`src/rtl/adpll_tdc_dec_if.sv`:
```
// adpll_tdc_dec_if: bundles the TDC decoder control, sample and result signals.
// Latency: n/a (wires only).
// Backpressure: none; the decoder emits one word per enabled cycle.
// Ports (master = ADPLL side / bench, slave = decoder):
//   en, clr_err, tdc_ripple_count, tdc_phase   master -> slave
//   tdc_word, tdc_valid, bubble_cnt            slave  -> master
interface adpll_tdc_dec_if #(
  parameter int RIPPLE_W = 7,
  parameter int PHASE_W  = 16,
  parameter int WORD_W   = 12
);
  logic                en;
  logic                clr_err;
  logic [RIPPLE_W-1:0] tdc_ripple_count;
  logic [PHASE_W-1:0]  tdc_phase;
  logic [WORD_W-1:0]   tdc_word;
  logic                tdc_valid;
  logic [7:0]          bubble_cnt;

  modport master (
    output en, clr_err, tdc_ripple_count, tdc_phase,
    input  tdc_word, tdc_valid, bubble_cnt
  );

  modport slave (
    input  en, clr_err, tdc_ripple_count, tdc_phase,
    output tdc_word, tdc_valid, bubble_cnt
  );
endinterface

```
`src/rtl/adpll_tdc_dec.sv`:
```
// adpll_tdc_dec: decodes TDC coarse ripple count + thermometer phase into {coarse_ext, fine}.
// Latency: 2 cycles input -> tdc_word; first tdc_valid 2 cycles after en rises.
// Backpressure: none; one word per enabled cycle, tdc_word holds while en is low.
// Ports: clk; rst (async, active-low); bus (slave modport): en, clr_err,
//   tdc_ripple_count, tdc_phase in; tdc_word, tdc_valid, bubble_cnt out.
// Option macro ADPLL_TDC_BUBBLE_FIX_EN: fine = popcount of phase (bubble tolerant);
//   otherwise fine = length of the ones run starting at bit 0.
module adpll_tdc_dec #(
  parameter int RIPPLE_W = 7,
  parameter int PHASE_W  = 16,
  parameter int WORD_W   = 12
) (
  input  logic           clk,
  input  logic           rst,
  adpll_tdc_dec_if.slave bus
);

  typedef enum logic [1:0] {IDLE = 2'd0, FILL = 2'd1, RUN = 2'd2} state_t;

  state_t              state_q;
  logic                tdc_valid_q;
  logic [RIPPLE_W-1:0] ripple_s1_q;
  logic [PHASE_W-1:0]  phase_s1_q;
  logic [RIPPLE_W-1:0] prev_ripple_q;
  logic                msb_q, msb_d;
  logic [WORD_W-1:0]   word_q, word_d;
  logic [7:0]          bubble_cnt_q, bubble_cnt_d;

  logic                s2_act, wrap, bubble, bubble_ev;
  logic [PHASE_W-1:0]  phase_inc;
  logic [3:0]          fine;
  int                  fine_cnt;

`ifdef ADPLL_TDC_BUBBLE_FIX_EN
  function automatic int phase_count(input logic [PHASE_W-1:0] p);
    int n;
    n = 0;
    for (int i = 0; i < PHASE_W; i++) begin
      if (p[i]) n++;
    end
    return n;
  endfunction
`else
  function automatic int phase_count(input logic [PHASE_W-1:0] p);
    int   n;
    logic stop;
    n    = 0;
    stop = 1'b0;
    for (int i = 0; i < PHASE_W; i++) begin
      if (!p[i]) stop = 1'b1;
      else if (!stop) n++;
    end
    return n;
  endfunction
`endif

  always_comb begin
    fine_cnt  = phase_count(phase_s1_q);
    fine      = (fine_cnt > 15) ? 4'hF : 4'(fine_cnt);
    // A clean thermometer is 2^k-1, so p & (p+1) is zero exactly then
    // (all-ones wraps to zero and all-zeros stays zero).
    phase_inc = phase_s1_q + PHASE_W'(1);
    bubble    = |(phase_s1_q & phase_inc);
    // S2 only advances while enabled and past IDLE; this also freezes the
    // word and wrap history the cycle en drops.
    s2_act    = bus.en && (state_q != IDLE);
    wrap      = (state_q == RUN) && (ripple_s1_q < prev_ripple_q);
    // FILL restarts the wrap history so a stale ripple cannot fake a wrap.
    msb_d     = (state_q == FILL) ? 1'b0 : (msb_q ^ wrap);
    word_d    = WORD_W'({msb_d, 7'(ripple_s1_q), fine});
    bubble_ev = s2_act && bubble;
    if (bus.clr_err) begin
      bubble_cnt_d = bubble_ev ? 8'd1 : 8'd0;
    end else if (bubble_ev && (bubble_cnt_q != 8'hFF)) begin
      bubble_cnt_d = bubble_cnt_q + 8'd1;
    end else begin
      bubble_cnt_d = bubble_cnt_q;
    end
  end

  // S1: raw capture of the analog TDC outputs.
  always_ff @(posedge clk or negedge rst) begin
    if (!rst) begin
      ripple_s1_q <= '0;
      phase_s1_q  <= '0;
    end else begin
      ripple_s1_q <= bus.tdc_ripple_count;
      phase_s1_q  <= bus.tdc_phase;
    end
  end

  // Control FSM; tdc_valid is registered alongside the state it reflects.
  always_ff @(posedge clk or negedge rst) begin
    if (!rst) begin
      state_q     <= IDLE;
      tdc_valid_q <= 1'b0;
    end else if (!bus.en) begin
      state_q     <= IDLE;
      tdc_valid_q <= 1'b0;
    end else begin
      case (state_q)
        IDLE: begin
          state_q     <= FILL;
          tdc_valid_q <= 1'b0;
        end
        FILL, RUN: begin
          state_q     <= RUN;
          tdc_valid_q <= 1'b1;
        end
        default: begin
          state_q     <= IDLE;
          tdc_valid_q <= 1'b0;
        end
      endcase
    end
  end

  // S2: decode result, wrap history and bubble counter.
  always_ff @(posedge clk or negedge rst) begin
    if (!rst) begin
      msb_q         <= 1'b0;
      prev_ripple_q <= '0;
      word_q        <= '0;
      bubble_cnt_q  <= '0;
    end else begin
      if (s2_act) begin
        msb_q         <= msb_d;
        prev_ripple_q <= ripple_s1_q;
        word_q        <= word_d;
      end
      bubble_cnt_q <= bubble_cnt_d;
    end
  end

  assign bus.tdc_word   = word_q;
  assign bus.tdc_valid  = tdc_valid_q;
  assign bus.bubble_cnt = bubble_cnt_q;

endmodule

```
`src/flat_wrapper.sv`:
```
// flat-port wrapper written by rule: the top's interface ports become plain ports
module adpll_tdc_dec_flat 
#(
  parameter int RIPPLE_W = 7,
  parameter int PHASE_W  = 16,
  parameter int WORD_W   = 12
)
  (clk, rst, bus_en, bus_clr_err, bus_tdc_ripple_count, bus_tdc_phase, bus_tdc_word, bus_tdc_valid, bus_bubble_cnt);
  adpll_tdc_dec_if #(.RIPPLE_W(RIPPLE_W), .PHASE_W(PHASE_W), .WORD_W(WORD_W)) bus_i ();
  input  logic clk;
  input  logic rst;
  input wire logic [$bits(bus_i.en)-1:0] bus_en;
  input wire logic [$bits(bus_i.clr_err)-1:0] bus_clr_err;
  input wire logic [$bits(bus_i.tdc_ripple_count)-1:0] bus_tdc_ripple_count;
  input wire logic [$bits(bus_i.tdc_phase)-1:0] bus_tdc_phase;
  output wire logic [$bits(bus_i.tdc_word)-1:0] bus_tdc_word;
  output wire logic [$bits(bus_i.tdc_valid)-1:0] bus_tdc_valid;
  output wire logic [$bits(bus_i.bubble_cnt)-1:0] bus_bubble_cnt;
  assign bus_i.en = bus_en;
  assign bus_i.clr_err = bus_clr_err;
  assign bus_i.tdc_ripple_count = bus_tdc_ripple_count;
  assign bus_i.tdc_phase = bus_tdc_phase;
  assign bus_tdc_word = bus_i.tdc_word;
  assign bus_tdc_valid = bus_i.tdc_valid;
  assign bus_bubble_cnt = bus_i.bubble_cnt;
  adpll_tdc_dec #(.RIPPLE_W(RIPPLE_W), .PHASE_W(PHASE_W), .WORD_W(WORD_W)) u_core (.clk(clk), .rst(rst), .bus(bus_i));
endmodule
```
`config.mk`:
```
export PLATFORM = sky130hd
export DESIGN_NAME = adpll_tdc_dec_flat
export DESIGN_NICKNAME = d
export VERILOG_FILES = /design/src/rtl/adpll_tdc_dec_if.sv /design/src/rtl/adpll_tdc_dec.sv /design/src/flat_wrapper.sv
export SDC_FILE = /design/constraint.sdc
export NUM_CORES = 1
export LEC_CHECK = 0
export BUFFER_PORTS_ARGS = -buffer_cell sky130_fd_sc_hd__buf_2
export CORE_MARGIN = 2
export CORE_UTILIZATION = 51
export CTS_BUF_LIST = sky130_fd_sc_hd__clkbuf_8
export DETAILED_ROUTE_END_ITERATION = 8
export GPL_ROUTABILITY_DRIVEN = 0
export PLACE_DENSITY = 0.75
export SYNTH_ARGS = -nofsm -noshare
export SYNTH_HDL_FRONTEND = slang
export SYNTH_SLANG_ARGS = --single-unit
```
`constraint.sdc`:
```
create_clock -name clk -period 22.9 [get_ports clk]
set_input_delay 5.725 -clock clk [delete_from_list [all_inputs] [get_ports clk]]
set_output_delay 5.725 -clock clk [all_outputs]
set_load 0.05 [all_outputs]
```
After elaboration in Yosys (flattened, before gate mapping)
Index checks and enable logic that the tools add are counted.
{"block": "totals", "output_inout_bits": 21, "elab_cells": 96, "register_bits": 54, "inputBits": 27}
{"block": "op_classes", "n_lt_le_gt_ge": 2, "n_bitwise": 2, "add_sub_neg": 17, "n_reduce_logical": 9, "eq_ne": 3, "muxes": 55}
{"operator": "$mux 32", "n": 30}
{"operator": "$add 32x2->32 const B", "n": 14}
{"operator": "$gt 32x5->1 const B", "n": 1}
{"operator": "$mux 1", "n": 20}
{"operator": "$add 16x1->16 const B", "n": 1}
{"operator": "$and 16x16->16", "n": 1}
{"operator": "$mux 8", "n": 2}
{"operator": "$reduce_or 16->1", "n": 1}
{"operator": "$add 8x1->8 const B", "n": 1}
{"operator": "$ne 8x8->1 const B", "n": 1}
{"operator": "$lt 7x7->1", "n": 1}
{"operator": "$logic_and 1x1->1", "n": 4}
{"operator": "$mux 4", "n": 1}
{"operator": "$pmux 2 s2", "n": 1}
{"operator": "$reduce_bool 2->1", "n": 2}
{"operator": "$add 1x1->2 const B", "n": 1}
{"operator": "$eq 2x1->1 const B", "n": 1}
{"operator": "$eq 2x2->1 const B", "n": 1}
{"operator": "$logic_not 2->1", "n": 1}
{"operator": "$mux 2", "n": 1}
{"operator": "$reduce_or 2->1", "n": 1}
{"operator": "$xor 1x1->1", "n": 1}

Logic depth before layout (Yosys ltp)
Gate-level depths: netlist of the first run.
{"block": "logic_depth", "ltp_word": 48, "mapped_depth": 47, "mapped_depth_nobuf": 47}

Least setup slack after synthesis of the first run
No wires, ideal clock.
{"block": "synth_timing", "kind": "reg-to-reg", "from": "register u_core.phase_s1_q[2]", "to": "register u_core.word_q[0] (netlist: u_core.bus.tdc_word[0])", "stages_incl_launch_ff": 48, "synth_period_minus_slack_ns": 8.943, "arrival_time_ns": 8.807, "path_slack_ns": 13.957, "path_cell_list": "dfrtp_1 -> buf_4 -> o21ai_0 -> inv_1 -> ha_1 -> inv_1 -> a31oi_1 -> ha_1 -> mux2i_1 -> a31oi_1 -> ha_1 -> o31a_1 -> ha_1 -> a2111oi_0 -> a311oi_1 -> ha_1 -> mux2_2 -> ha_1 -> [12 not listed] -> o31ai_1 -> ha_1 -> mux2i_1 -> a21oi_1 -> ha_1 -> nand2_1 -> nand2_1 -> ha_1 -> and2_1 -> and2_1 -> nand3b_1 -> mux2i_1 -> a311oi_2 -> xnor2_1 -> o21ai_1 -> xnor2_1 -> mux2i_2 -> a31oi_1"}
{"block": "synth_between", "elab_chain_cells": 42, "elab_cells_between_ends": 55, "cone_classes": "add/sub: 13; order compare: 1; mux: 41"}
{"element": "start: declaration", "line_no": "adpll_tdc_dec.sv:23", "source": "logic [PHASE_W-1:0] phase_s1_q;"}
{"element": "start signal: assignment", "line_no": "adpll_tdc_dec.sv:88", "source": "phase_s1_q <= bus.tdc_phase;"}
{"element": "$mux 32", "line_no": "adpll_tdc_dec.sv:50", "source": "if (!p[i]) stop = 1'b1;"}
{"element": "$add 32x2->32", "line_no": "adpll_tdc_dec.sv:51", "source": "else if (!stop) n++;"}
{"element": "$mux 32", "line_no": "adpll_tdc_dec.sv:51"}
{"element": "$mux 32", "line_no": "adpll_tdc_dec.sv:50"}
{"element": "$add 32x2->32", "line_no": "adpll_tdc_dec.sv:51"}
{"element": "$mux 32", "line_no": "adpll_tdc_dec.sv:51"}
{"element": "$mux 32", "line_no": "adpll_tdc_dec.sv:50"}
{"element": "$add 32x2->32", "line_no": "adpll_tdc_dec.sv:51"}
{"element": "[26 not listed]"}
{"element": "$add 32x2->32", "line_no": "adpll_tdc_dec.sv:51"}
{"element": "$mux 32", "line_no": "adpll_tdc_dec.sv:51"}
{"element": "$mux 32", "line_no": "adpll_tdc_dec.sv:50"}
{"element": "$add 32x2->32", "line_no": "adpll_tdc_dec.sv:51"}
{"element": "$mux 32", "line_no": "adpll_tdc_dec.sv:51"}
{"element": "$mux 32 (*)", "line_no": "adpll_tdc_dec.sv:50"}
{"element": "$gt 32x5->1", "line_no": "adpll_tdc_dec.sv:59", "source": "fine = (fine_cnt > 15) ? 4'hF : 4'(fine_cnt);"}
{"element": "$mux 4 (*)", "line_no": "adpll_tdc_dec.sv:59"}
{"element": "end signal: assignment", "line_no": "adpll_tdc_dec.sv:129", "source": "word_q <= word_d;"}
{"element": "end: declaration", "line_no": "adpll_tdc_dec.sv:26", "source": "logic [WORD_W-1:0] word_q, word_d;"}
Mark *: on every way between the ends. The rest lies on a longest branch, timed or not.
A chain may end at the register's enable or synchronous reset.

Worst setup path after layout of the first run
{"block": "layout_timing", "from": "register u_core.phase_s1_q[2]", "to": "register u_core.word_q[2] (netlist: u_core.bus.tdc_word[2])"}
Same word-level chain as after synthesis.

==> reports/summary.md, run 1 <==
In this run the number of cells on the critical path is 46. The final layout contains 457 nets. For this design the ratio of total power to cell area is 64.9 mW/mm^2.

The tightest min-delay check is of the flip-flop to flip-flop type. The total overflow left after global routing is 0. The static leakage power is 1.68 nW, and the required time at the endpoint of the critical path is 23060 ps. The finished cells cover 0.00373 mm^2.

The floorplan step defined a die boundary enclosing 0.00732 mm^2. The sum of routed wire length over all layers is 7030 um, and the combined buffer and inverter count along the critical path is 2. Ranked by total cell area, the synthesized netlist is headed by sky130_fd_sc_hd__dfrtp_1 33%, sky130_fd_sc_hd__ha_1 8.5%, sky130_fd_sc_hd__nand2_1 4.2%, sky130_fd_sc_hd__mux2i_1 3.5%, sky130_fd_sc_hd__nor2_1 3.5%. The floorplan has 29 rows. The most common cell in the synthesized netlist is sky130_fd_sc_hd__dfrtp_1.

Clock-pin slew was measured on the worst setup and hold paths at 90 ps. Clock latency on the worst-skew pair, taken at its later pin, is 300 ps. The tools report the instance count of the mapped netlist as 366.

The final max-slew violation count is 0, and the register area share after synthesis is 0.332. After detailed routing, the average wire length per cell comes to 14.5 um. For the CTS sink count, the log shows 45. Data on the critical path arrives at its endpoint at 10230 ps.

The worst setup path is captured at a flip-flop. The tools report the synthesized netlist net count as 416. The run gives 12200 um as the global-route wire length before repair. A synthesized cell averages 9.27 um^2. Entering global routing, the biggest net connects 46 pins.

Counting I/O delays and the setup requirement, the final critical path takes 10060 ps. For the number of buffers created by CTS, the log shows 5. The run gives 0.140 mW as the internal cell power.

0 antenna diodes ended up in the layout. The die span in y was 85.6 um; the initial standard-cell utilization of the core was 0.532. The worst setup path is launched from a flip-flop. The highest achievable clock rate is 99.4 MHz. In this run the tool buffered the top-level ports with 47 buffer cells. The worst voltage drop across the vdd grid was 0.0765 mV. Hold buffer count at cts: 0. The largest total area in the synthesized netlist belongs to sky130_fd_sc_hd__dfrtp_1. In this run the register-to-register setup slack is 12840 ps. The clock passes through at most 2 buffers.

In this run the cell area of the synthesized design comes to 0.00339 mm^2. The portion of total power attributed to sequential cells is 0.414, and the number of cells traversed by the worst hold path is 2. TritonCTS built the clock tree. The post-detailed-route count of antenna-violating nets was 0; the final hold slack was 459 ps. The peak per-stage delay on the critical path came out at 530 ps. For the total setup buffers inserted after CTS, the log shows 0. The total routing usage reported by global routing is 0.204. The logs give 0.370 for the worst-case headroom to the max-slew limit and 2766 for the total via count in the routed design. The setup path with the least slack is of type flip-flop to flip-flop.

The region available for standard cell placement spans 0.00639 mm^2. The flow ran to the end, and the final reports show no timing, DRC or antenna violations. On the final layout, the worst clock skew is 5.47 ps. The H-tree was split into 2 levels.

Gates resized during post-CTS repair numbered 0. After routing, the total negative slack on setup checks comes to 0 ps. Cell type with the highest occurrence count on the critical path: sky130_fd_sc_hd__ha_1. The number of global-route vias before repair was 2773; the die extent in x was 85.6 um.

The CTS root buffer is sky130_fd_sc_hd__clkbuf_8. The async set-reset flop share out of synthesis works out to 1.00. Dividing the detail-routed via count by the number of cells gives 5.70. Across the run, the number of max-cap violations was 0. The run gives 0 as the total DRC errors in the routed layout. The worst hold path begins at u_core.ripple_s1_q[0]. The area share of the largest cell type after synthesis was 0.332. Setup repair after global routing left no endpoint under its margin. The number of unique standard cell types used by synthesis came out at 71. The worst register-to-register path ends at u_core.bus.tdc_word[2]. The period utilization is 0.440. The biggest fanout along the worst timing path was 9; the final setup violation count was 0. The number of enable-type register cells in the synthesized netlist is 0. The logs give 0.372 for the combinational group share of total power and 0.102 mW for the switching power total. The total cell area at the placement stage came out at 0.00363 mm^2.

The path with the worst hold slack has its endpoint at u_core.bus.tdc_word[4]. The register bit count reported by yosys was 45; the net switching fraction of the power was 0.422. The kind of cell with the highest combined delay on the critical path was adder cells. For this run, the number of Yosys warnings is 0. The number of iterations in the first detailed-routing pass is 4, and the number of antenna violations at the first check in global routing is 0.

The detailed placement HPWL is 5490 um, and the slew at the pin closest to its max-slew limit is 945 ps. For the hold violation total from the final report, the log shows 0. Counting cells, the worst reg-to-reg path comes to 46. In this run, the number of DRC markers left after iteration 0 of detailed routing was 167. The area overhead of the layout relative to synthesis came out at 9.80%.

The commonest cells after synthesis are 45 x sky130_fd_sc_hd__dfrtp_1, 38 x sky130_fd_sc_hd__nand2_1, 32 x sky130_fd_sc_hd__nor2_1, 23 x sky130_fd_sc_hd__ha_1, 21 x sky130_fd_sc_hd__o21ai_0. For this run, the leading register cell type out of synthesis is sky130_fd_sc_hd__dfrtp_1. In this run the critical register-to-register path is launched from u_core.phase_s1_q[2].

48 I/O pins were placed. The fraction of final layout cells sized beyond drive strength 1 came out at 0.194. On the critical path, the stage with the largest delay is an instance of sky130_fd_sc_hd__a311oi_1.

The tools report the share of power burned in the clock network as 0.214.
[how the worst max path moves through the flow]
stage | startpoint | endpoint | slack, ps
4_1_cts | u_core.phase_s1_q[2] | u_core.bus.tdc_word[2] | 12900
3_5_place_dp | u_core.phase_s1_q[2] | u_core.bus.tdc_word[2] | 12940
3_3_place_gp | u_core.phase_s1_q[2] | u_core.bus.tdc_word[2] | 13370
5_1_grt | u_core.phase_s1_q[2] | u_core.bus.tdc_word[2] | 12040
2_1_floorplan | u_core.phase_s1_q[2] | u_core.bus.tdc_word[0] | 13960
6_report | u_core.phase_s1_q[2] | u_core.bus.tdc_word[2] | 12840
[area by class of cell]
cell class	count	area, um^2
Inverter	19	71.3
Multi-Input combinational cell	288	2100
Timing Repair Buffer	48	243
Tap cell	77	96.3
Sequential cell	45	1130
Clock inverter	3	25.0
Fill cell	556	2660
Clock buffer	5	68.8
[routing by layer]
layer | wire (um) | global-route usage
met1 | 3190 | 0.253
met3 | 300 | 0.0318
met2 | 3400 | 0.364
met4 | 138 | 0.0664
met5 | 0 | 0
[cell usage in the layout, fill, tap and decap left out, drive strengths merged, types with 4 or more instances in the layout]
master   n
nor2b    6
mux2i   14
nor3     9
ha      23
nand3   10
clkbuf   5
nor2    32
and3    11
nand3b   7
dfrtp   45
o21ai   22
nand2b   6
nand2   40
xor2    11
xnor3    4
and2     8
a31oi   11
xnor2   12
buf     48
a21oi   15
inv     21
[logic make-up (layout without fill, tap and decap cells)]
family / after synthesis / count (layout) / share of synthesized area
AND/OR/NAND/NOR: 146 / 146 / 0.237
AO/OA/AOI/OAI: 75 / 75 / 0.147
flip-flops: 45 / 45 / 0.332
buffers and inverters: 33 / 75 / 0.0505
XOR/XNOR: 27 / 27 / 0.0929
adder cells (fa/ha/maj): 24 / 24 / 0.0877
multiplexers: 16 / 16 / 0.0527
[power by group through the flow]
stage / clock (mW) / combinational, mW / sequential (mW)
after floorplan: 0 / 0.0384 / 0.132
after global placement: 0 / 0.0877 / 0.101
after detailed placement: 0 / 0.0900 / 0.102
after CTS: 0.0529 / 0.0910 / 0.100
after global routing: 0.0562 / 0.0990 / 0.102
final: 0.0517 / 0.0900 / 0.100
[metrics by stage]
step / utilization / cells / power (mW) / setup slack, ps
after floorplan: - / 366 / 0.170 / 13960
after global placement: 0.569 / 477 / 0.189 / 13370
after detailed placement: 0.569 / 477 / 0.192 / 12940
after CTS: 0.584 / 485 / 0.244 / 12900
after global routing: 0.584 / 485 / 0.257 / 12040
final: 0.584 / 485 / 0.242 / 12840
[registers in the layout, summed over array words and instances, names as in the netlist]
name,cells
u_core.state_q,2
u_core.bus.tdc_word,12
u_core.phase_s1_q,16
u_core.ripple_s1_q,7
u_core.bus.bubble_cnt,8
[tightest hold or removal path: stages (launching register included)]
cell and delay [ps]:
sky130_fd_sc_hd__dfrtp_1 340, sky130_fd_sc_hd__nand2_1 50, sky130_fd_sc_hd__nand2_1 50
(Power assumes the default switching activity.)
==> run 2: changes to the inputs <==
--- a/config.mk
+++ b/config.mk
@@ -11,7 +11,7 @@
 export CTS_BUF_LIST = sky130_fd_sc_hd__clkbuf_8
 export DETAILED_ROUTE_END_ITERATION = 8
 export GPL_ROUTABILITY_DRIVEN = 0
-export PLACE_DENSITY = 0.75
+export PLACE_DENSITY = 0.78
 export SYNTH_ARGS = -nofsm -noshare
 export SYNTH_HDL_FRONTEND = slang
 export SYNTH_SLANG_ARGS = --single-unit
==> constraint.sdc (replaced) <==
create_clock -name clk -period 8.25 [get_ports clk]
set_input_delay 2.0625 -clock clk [delete_from_list [all_inputs] [get_ports clk]]
set_output_delay 2.0625 -clock clk [all_outputs]
set_load 0.05 [all_outputs]
==> reports/summary.md, run 2 (synthesized netlist as in run 1, its figures left out) <==
The peak per-stage delay on the critical path was 430 ps (-100 ps). The cell that appears most often on the critical path is sky130_fd_sc_hd__buf_4. The logs give 300 ps (about the same) for the clock latency at the later pin of the worst-skew pair and 530 (+16%) for the count of nets after finishing. The logs give 0 (unchanged) for the final max-slew violation count and 4 (+4) for the final setup violation count. In this design, the largest share of critical-path delay is due to buffers and inverters. The run gives 14600 um (+19%) as the global-route wire length before repair. Die span in y: 85.6 um (unchanged). The worst setup path is captured at a flip-flop.

The highest achievable clock rate was 112 MHz (+12%); the worst-case headroom to the max-slew limit was 0.349 (-0.0203). The power density of the placed cells is 171 mW/mm^2 (+160%), and the placed cell count is 498 (+4.4%). The run gives 0.00443 mm^2 (+19%) as the total non-filler cell area in the finished layout.

Worst setup skew after layout: 9.53 ps (+4.06 ps). The slew at the pin closest to its max-slew limit came out at 976 ps (+30.4 ps). The logs give 5640 um (+2.6%) for the detailed placement HPWL and 45 (unchanged) for the CTS sink count. The cell count along the critical path came out at 57 (+24%).

Number of diodes: 0 (unchanged). The run gives 470 ps (+10.6 ps) as the final hold slack. The logs give 0.758 mW (+210%) for the total design power and 0 (unchanged) for the number of antenna violations at the first check in global routing. The final critical delay including setup and external delays was 8950 ps (-1110 ps). Hold violation total from the final report: 0 (unchanged). The cell depth of the worst flop-to-flop path came out at 57 (+24%). Leaving out fill and tap cells, the most frequent cells in the layout are 74 x sky130_fd_sc_hd__buf_4, 47 x sky130_fd_sc_hd__buf_2, 45 x sky130_fd_sc_hd__dfrtp_1, 36 x sky130_fd_sc_hd__nand2_1, 30 x sky130_fd_sc_hd__nor2_1. The clock-pin slew reported for the worst setup and hold paths after clock tree synthesis works out to 90 ps (about the same).

Setup repair after global routing could not meet its margin everywhere. The run gives 29 (unchanged) as the count of standard-cell rows. Relative to the synthesized area, the layout overhead comes to 30.4%.

The arrival time of the worst setup path is 9120 ps (-1110 ps), and the total negative setup slack is -2760 ps (-2760 ps). The combined buffer and inverter count along the critical path came out at 43 (+41). The run gives 2 (unchanged) as the buffer levels on the longest clock path. The top-level port count came out at 48 (unchanged).

The number of max-cap violations came out at 0 (unchanged). The routed length per instance is 15.9 um (+9.9%). The number of DRC markers in iteration 0 is 175 (+4.8%), and the fraction of final layout cells sized beyond drive strength 1 is 0.364 (+0.170).

The overflow left after global routing was 0 (unchanged). The period utilization works out to 1.08 (+0.645). The register with the highest flop count was u_core.phase_s1_q.

The tools report the core utilization of the finished layout as 0.693 (+0.110). The logs give 2 (unchanged) for the H-tree level count and 0 (unchanged) for the post-detailed-route count of antenna-violating nets. Number of input and output port buffers inserted: 47 (unchanged). The flow ran to the end, but the final reports show violations.

STA classifies the critical path startpoint as a flip-flop. The type of the setup path with the least slack was flip-flop to flip-flop. TritonCTS built the clock tree. The required time at the endpoint of the critical path came out at 8420 ps (-14640 ps).

The most common library cell in the layout ignoring fill and taps is sky130_fd_sc_hd__buf_4. The number of buffers created by CTS came out at 5 (unchanged). The logs give 8890 um (+26%) for the sum of routed wire length over all layers and 2.06 nW (+23%) for the static leakage power.

For the number of global-route vias before repair, the log shows 3228 (+16%). The smallest setup slack after layout is -700 ps (-13540 ps), and the flip-flop count of the largest register, all copies and words added is 16 (unchanged). The area of the core region was 0.00639 mm^2 (unchanged).

The number of cells traversed by the worst hold path is 2 (unchanged), and the total DRC errors in the routed layout is 0 (unchanged). The library cell contributing the largest single delay on the critical path was sky130_fd_sc_hd__a2111oi_2. The number of iterations in the first detailed-routing pass was 5 (+1). The min-delay analysis places its worst path in the category flip-flop to flip-flop.

Worst voltage drop across the vdd grid: 0.271 mV (+250%). For the worst setup timing slack at the placement stage, the log shows -374 ps (-13320 ps). The tools report the die area as 0.00732 mm^2 (unchanged). Final cell count without fillers: 558 (+15%).

The total cell area at the placement stage came out at 0.00389 mm^2 (+7.1%). Initial standard-cell utilization of the core: 0.532 (unchanged). The pin count of the biggest net entering global routing was 46 (unchanged); the hold buffer count at cts was 0 (unchanged). The biggest fanout along the worst timing path came out at 4 (-5).

The number of vias per cell after detailed routing was 5.68 (-0.36%). Total routing usage reported by global routing: 0.248 (+0.0438). The total via count in the routed design is 3171 (+15%), and the die extent in x is 85.6 um (unchanged). The checks that failed: negative setup slack. The cell sitting at the root of the clock tree is a sky130_fd_sc_hd__clkbuf_8.
-- run 2: repair_timing --
item / CTS / global route
pin swaps: 12 / 11
resized for setup: 0 / 7
setup endpoints to repair: 4 / 4
setup buffers: 48 / 4
-- run 2: layout make-up --
| type | count | area, um^2 |
|---|---|---|
| fillers | 465 | 1960 |
| flip-flops and latches | 45 | 1130 |
| inverters | 19 | 71.3 |
| well taps | 77 | 96.3 |
| clock inverters | 3 | 47.5 |
| multi-input cells | 288 | 2230 |
| clock buffers | 5 | 68.8 |
| repair buffers | 121 | 791 |
-- run 2: final timing paths --
| path | from | endpoint | slack [ps] |
|---|---|---|---|
| min in group asynchronous | rst | u_core.bus.bubble_cnt[6] | 1910 |
| worst max register to register | u_core.phase_s1_q[1] | u_core.bus.tdc_word[2] | -700 |
| worst max-delay path | u_core.phase_s1_q[1] | u_core.bus.tdc_word[2] | -700 |
| max in group asynchronous | rst | u_core.ripple_s1_q[5] | 5740 |
| worst min register to register | u_core.ripple_s1_q[0] | u_core.bus.tdc_word[4] | 470 |
| worst min-delay path | u_core.ripple_s1_q[0] | u_core.bus.tdc_word[4] | 470 |
-- run 2: tightest hold or removal path, delay by kind of cell, from the launching register on --
family / cells / cell delay (ps)
flip-flops: 1 / 350
AND/OR/NAND/NOR: 2 / 100
-- run 2: report_power, final --
part,leakage (nW),internal (mW),total (mW),switching [mW]
sequential,0.547,0.253,0.278,0.0254
clock,0.0591,0.0925,0.175,0.0821
combinational,1.46,0.109,0.305,0.196
total,2.06,0.454,0.758,0.304
-- run 2: layer usage --
metal  vias up  GRT usage  wire length (um)
met2       113      0.427              4390
li1       1528          -                 -
met5         -          0                 0
met1      1494      0.289              3680
met4         0      0.141               369
met3        36     0.0472               456
==> run 3: changes to the inputs <==
--- a/config.mk
+++ b/config.mk
@@ -12,6 +12,7 @@
 export DETAILED_ROUTE_END_ITERATION = 8
 export GPL_ROUTABILITY_DRIVEN = 0
 export PLACE_DENSITY = 0.78
+export REMOVE_ABC_BUFFERS = 1
 export SYNTH_ARGS = -nofsm -noshare
 export SYNTH_HDL_FRONTEND = slang
 export SYNTH_SLANG_ARGS = --single-unit
==> reports/summary.md, run 3 (synthesized netlist as in run 1, its figures left out) <==
For the detailed-route wire length on metal 1, the log shows 3870 um (+5.1%). End of the worst register-to-register path: u_core.bus.tdc_word[0]. For the static leakage power, the log shows 2.10 nW (+2.1%). Setup repair after global routing could not meet its margin everywhere. The worst hold path begins at u_core.ripple_s1_q[0]. The routed length on met3 was 722 um (+58%).

Counting stages on the worst path, the most repeated cell is sky130_fd_sc_hd__buf_4. The final hold slack was 472 ps (+1.97 ps). Register area: 0.00113 mm^2 (unchanged). The number of input and output port buffers inserted came out at 47 (unchanged). The cell depth of the worst flop-to-flop path is 57 (unchanged), and the slew at the pin closest to its max-slew limit is 955 ps (-21.1 ps). The register-to-register path setup slack is -800 ps (-100 ps), and the total via count in the routed design is 3369 (+6.2%). Number of diodes: 0 (unchanged).

The tools report the detailed placement HPWL as 5790 um (+2.7%). The biggest fanout along the worst timing path is 4 (unchanged). The library cells used most frequently in the layout, excluding fill and tap cells, are 84 x sky130_fd_sc_hd__buf_4, 47 x sky130_fd_sc_hd__buf_2, 45 x sky130_fd_sc_hd__dfrtp_1, 37 x sky130_fd_sc_hd__nand2_1, 32 x sky130_fd_sc_hd__nor2_1.

The flow ran to the end, but the final reports show violations. The tools report the pin count of the biggest net entering global routing as 46 (unchanged). The startpoint identified for the worst register-to-register timing path is u_core.phase_s1_q[1]. The number of max-cap violations came out at 0 (unchanged). The period utilization works out to 1.10 (+0.0119). For the global-route wire length before repair, the log shows 16200 um (+11%).

After detailed routing, no signal wire sits above met4. The core utilization of the finished layout was 0.711 (+0.0178); the die area was 0.00732 mm^2 (unchanged). Top-level port count: 48 (unchanged). Type of the setup path with the least slack: flip-flop to flip-flop. The clock latency at the later pin of the worst-skew pair was 290 ps (about the same); the die extent in x was 85.6 um (unchanged). The run gives 9210 ps (+90 ps) as the arrival time of the worst setup path.

The final critical delay including setup and external delays was 9050 ps (+98.3 ps). The count of standard-cell rows was 29 (unchanged); the number of vias per cell after detailed routing was 5.94 (+4.6%). The run gives 502 (+0.80%) as the placed cell count. The peak per-stage delay on the critical path is 420 ps (about the same). The library cell contributing the largest single delay on the critical path is sky130_fd_sc_hd__dfrtp_1. The run gives 8420 ps (about the same) as the required time at the endpoint of the critical path. The checks that failed: negative setup slack. From synthesis to final layout, the design area changed by 33.8%. The flip-flop count of the largest register, all copies and words added works out to 16 (unchanged).

For the count of nets after finishing, the log shows 540 (+1.9%). The total negative setup slack was -3170 ps (-410 ps). In this run the worst hold path is classified as flip-flop to flip-flop.

Grouping stages by cell kind, the critical path spends the most delay in buffers and inverters. The total routing usage reported by global routing was 0.278 (+0.0303). The area of the core region is 0.00639 mm^2 (unchanged), and the final cell count without fillers is 567 (+1.6%). TritonCTS built the clock tree. H-tree level count: 2 (unchanged).

The tools report the post-detailed-route count of antenna-violating nets as 0 (unchanged). u_core.phase_s1_q holds more flip-flops than any other register. The routed length per instance is 17.8 um (+12%), and the final-layout fill cell count is 421 (-9.5%). The run gives 4 (unchanged) as the final setup violation count. The combined buffer and inverter count along the critical path is 44 (+2.3%). The run gives -798 ps (-98.3 ps) as the smallest setup slack after layout.

The final max-slew violation count is 0 (unchanged), and the wire length on met2 is 4960 um (+13%). The worst-case headroom to the max-slew limit is 0.364 (+0.0141). For the number of antenna violations at the first check in global routing, the log shows 0 (unchanged). The hold buffer count at cts came out at 0 (unchanged). The tools report the overflow left after global routing as 0 (unchanged). The footprint of the multi-input gates came out at 0.00229 mm^2 (+3.0%). The most common library cell in the layout ignoring fill and taps was sky130_fd_sc_hd__buf_4. The logs give 313 (+79%) for the number of DRC markers in iteration 0 and 0.532 (unchanged) for the initial standard-cell utilization of the core. The total DRC errors in the routed layout was 0 (unchanged). The total design power was 0.728 mW (-4.0%); the number of iterations in the first detailed-routing pass was 5 (unchanged). The tools report the number of buffers created by CTS as 5 (unchanged).

The worst setup path is launched from a flip-flop. For the highest achievable clock rate, the log shows 111 MHz (-1.1%). The clock-pin slew reported for the worst setup and hold paths after clock tree synthesis came out at 80 ps (about the same). The hold violation total from the final report is 0 (unchanged). The die span in y is 85.6 um (unchanged), and the CTS sink count is 45 (unchanged). For the worst voltage drop across the vdd grid, the log shows 0.190 mV (-30%). The worst setup path is captured at a flip-flop. The sum of routed wire length over all layers is 10100 um (+14%). Buffer levels on the longest clock path: 2 (unchanged). The power density of the placed cells is 160 mW/mm^2 (-6.4%), and the worst setup skew after layout is 3.69 ps (-5.84 ps). The tools report the number of global-route vias before repair as 3456 (+7.1%). The number of cells traversed by the worst hold path was 2 (unchanged); the fraction of final layout cells sized beyond drive strength 1 was 0.386 (+0.0219).

In this run the clock root is driven by a sky130_fd_sc_hd__clkbuf_8. The worst hold path terminates at u_core.bus.tdc_word[4].
-- run 3: worst max path at each step --
stage	slack (ps)	from	depth (start not counted)	to
final	-800	u_core.phase_s1_q[1]	57	u_core.bus.tdc_word[0]
after global placement	-330	u_core.phase_s1_q[1]	47	u_core.bus.tdc_word[0]
after floorplan	-670	u_core.phase_s1_q[2]	46	u_core.bus.tdc_word[0]
after global routing	-1040	u_core.phase_s1_q[1]	45	u_core.bus.tdc_word[0]
after detailed placement	-680	u_core.phase_s1_q[1]	47	u_core.bus.tdc_word[0]
after CTS	-250	u_core.phase_s1_q[1]	47	u_core.bus.tdc_word[0]
-- run 3: metrics by stage --
step                instance area (um^2)  setup WS (ps)
floorplan                           3290           -672
finish                              4540           -798
global route                        4540          -1040
global placement                    3820           -333
detailed placement                  3820           -684
CTS                                 4430           -246
-- run 3: timing repair --
item,4_1_cts,5_1_grt
pin swaps,34,16
setup endpoints to repair,4,4
setup buffers,55,3
gates resized for setup,23,16
-- run 3: final cells by class --
type / count / share of cell area
Clock inverter: 1 / 0.000826
Tap cell: 77 / 0.0212
Timing Repair Buffer: 131 / 0.191
Sequential cell: 45 / 0.248
Inverter: 19 / 0.0163
Multi-Input combinational cell: 288 / 0.505
Clock buffer: 6 / 0.0182
-- run 3: routing by layer --
metal | track usage | vias up
met2 | 0.487 | 197
met3 | 0.0577 | 55
li1 | - | 1546
met4 | 0.156 | 0
met5 | 0 | -
met1 | 0.316 | 1571
-- run 3: worst reg2reg max path, delay by kind of cell, from the launching register on --
kind | cells | cell delay (ps)
buffers and inverters | 44 | 5540
flip-flops | 1 | 420
XOR/XNOR | 3 | 800
AO/OA/AOI/OAI | 4 | 770
AND/OR/NAND/NOR | 3 | 670
multiplexers | 2 | 490
adder cells (fa/ha/maj) | 1 | 260
-- run 3: power by group --
group          switching (mW)  leakage (nW)  total, mW  internal, mW
clock network          0.0696        0.0485      0.135        0.0653
registers              0.0248         0.547      0.278         0.253
logic                   0.203          1.51      0.315         0.113
total                   0.297          2.10      0.728         0.431
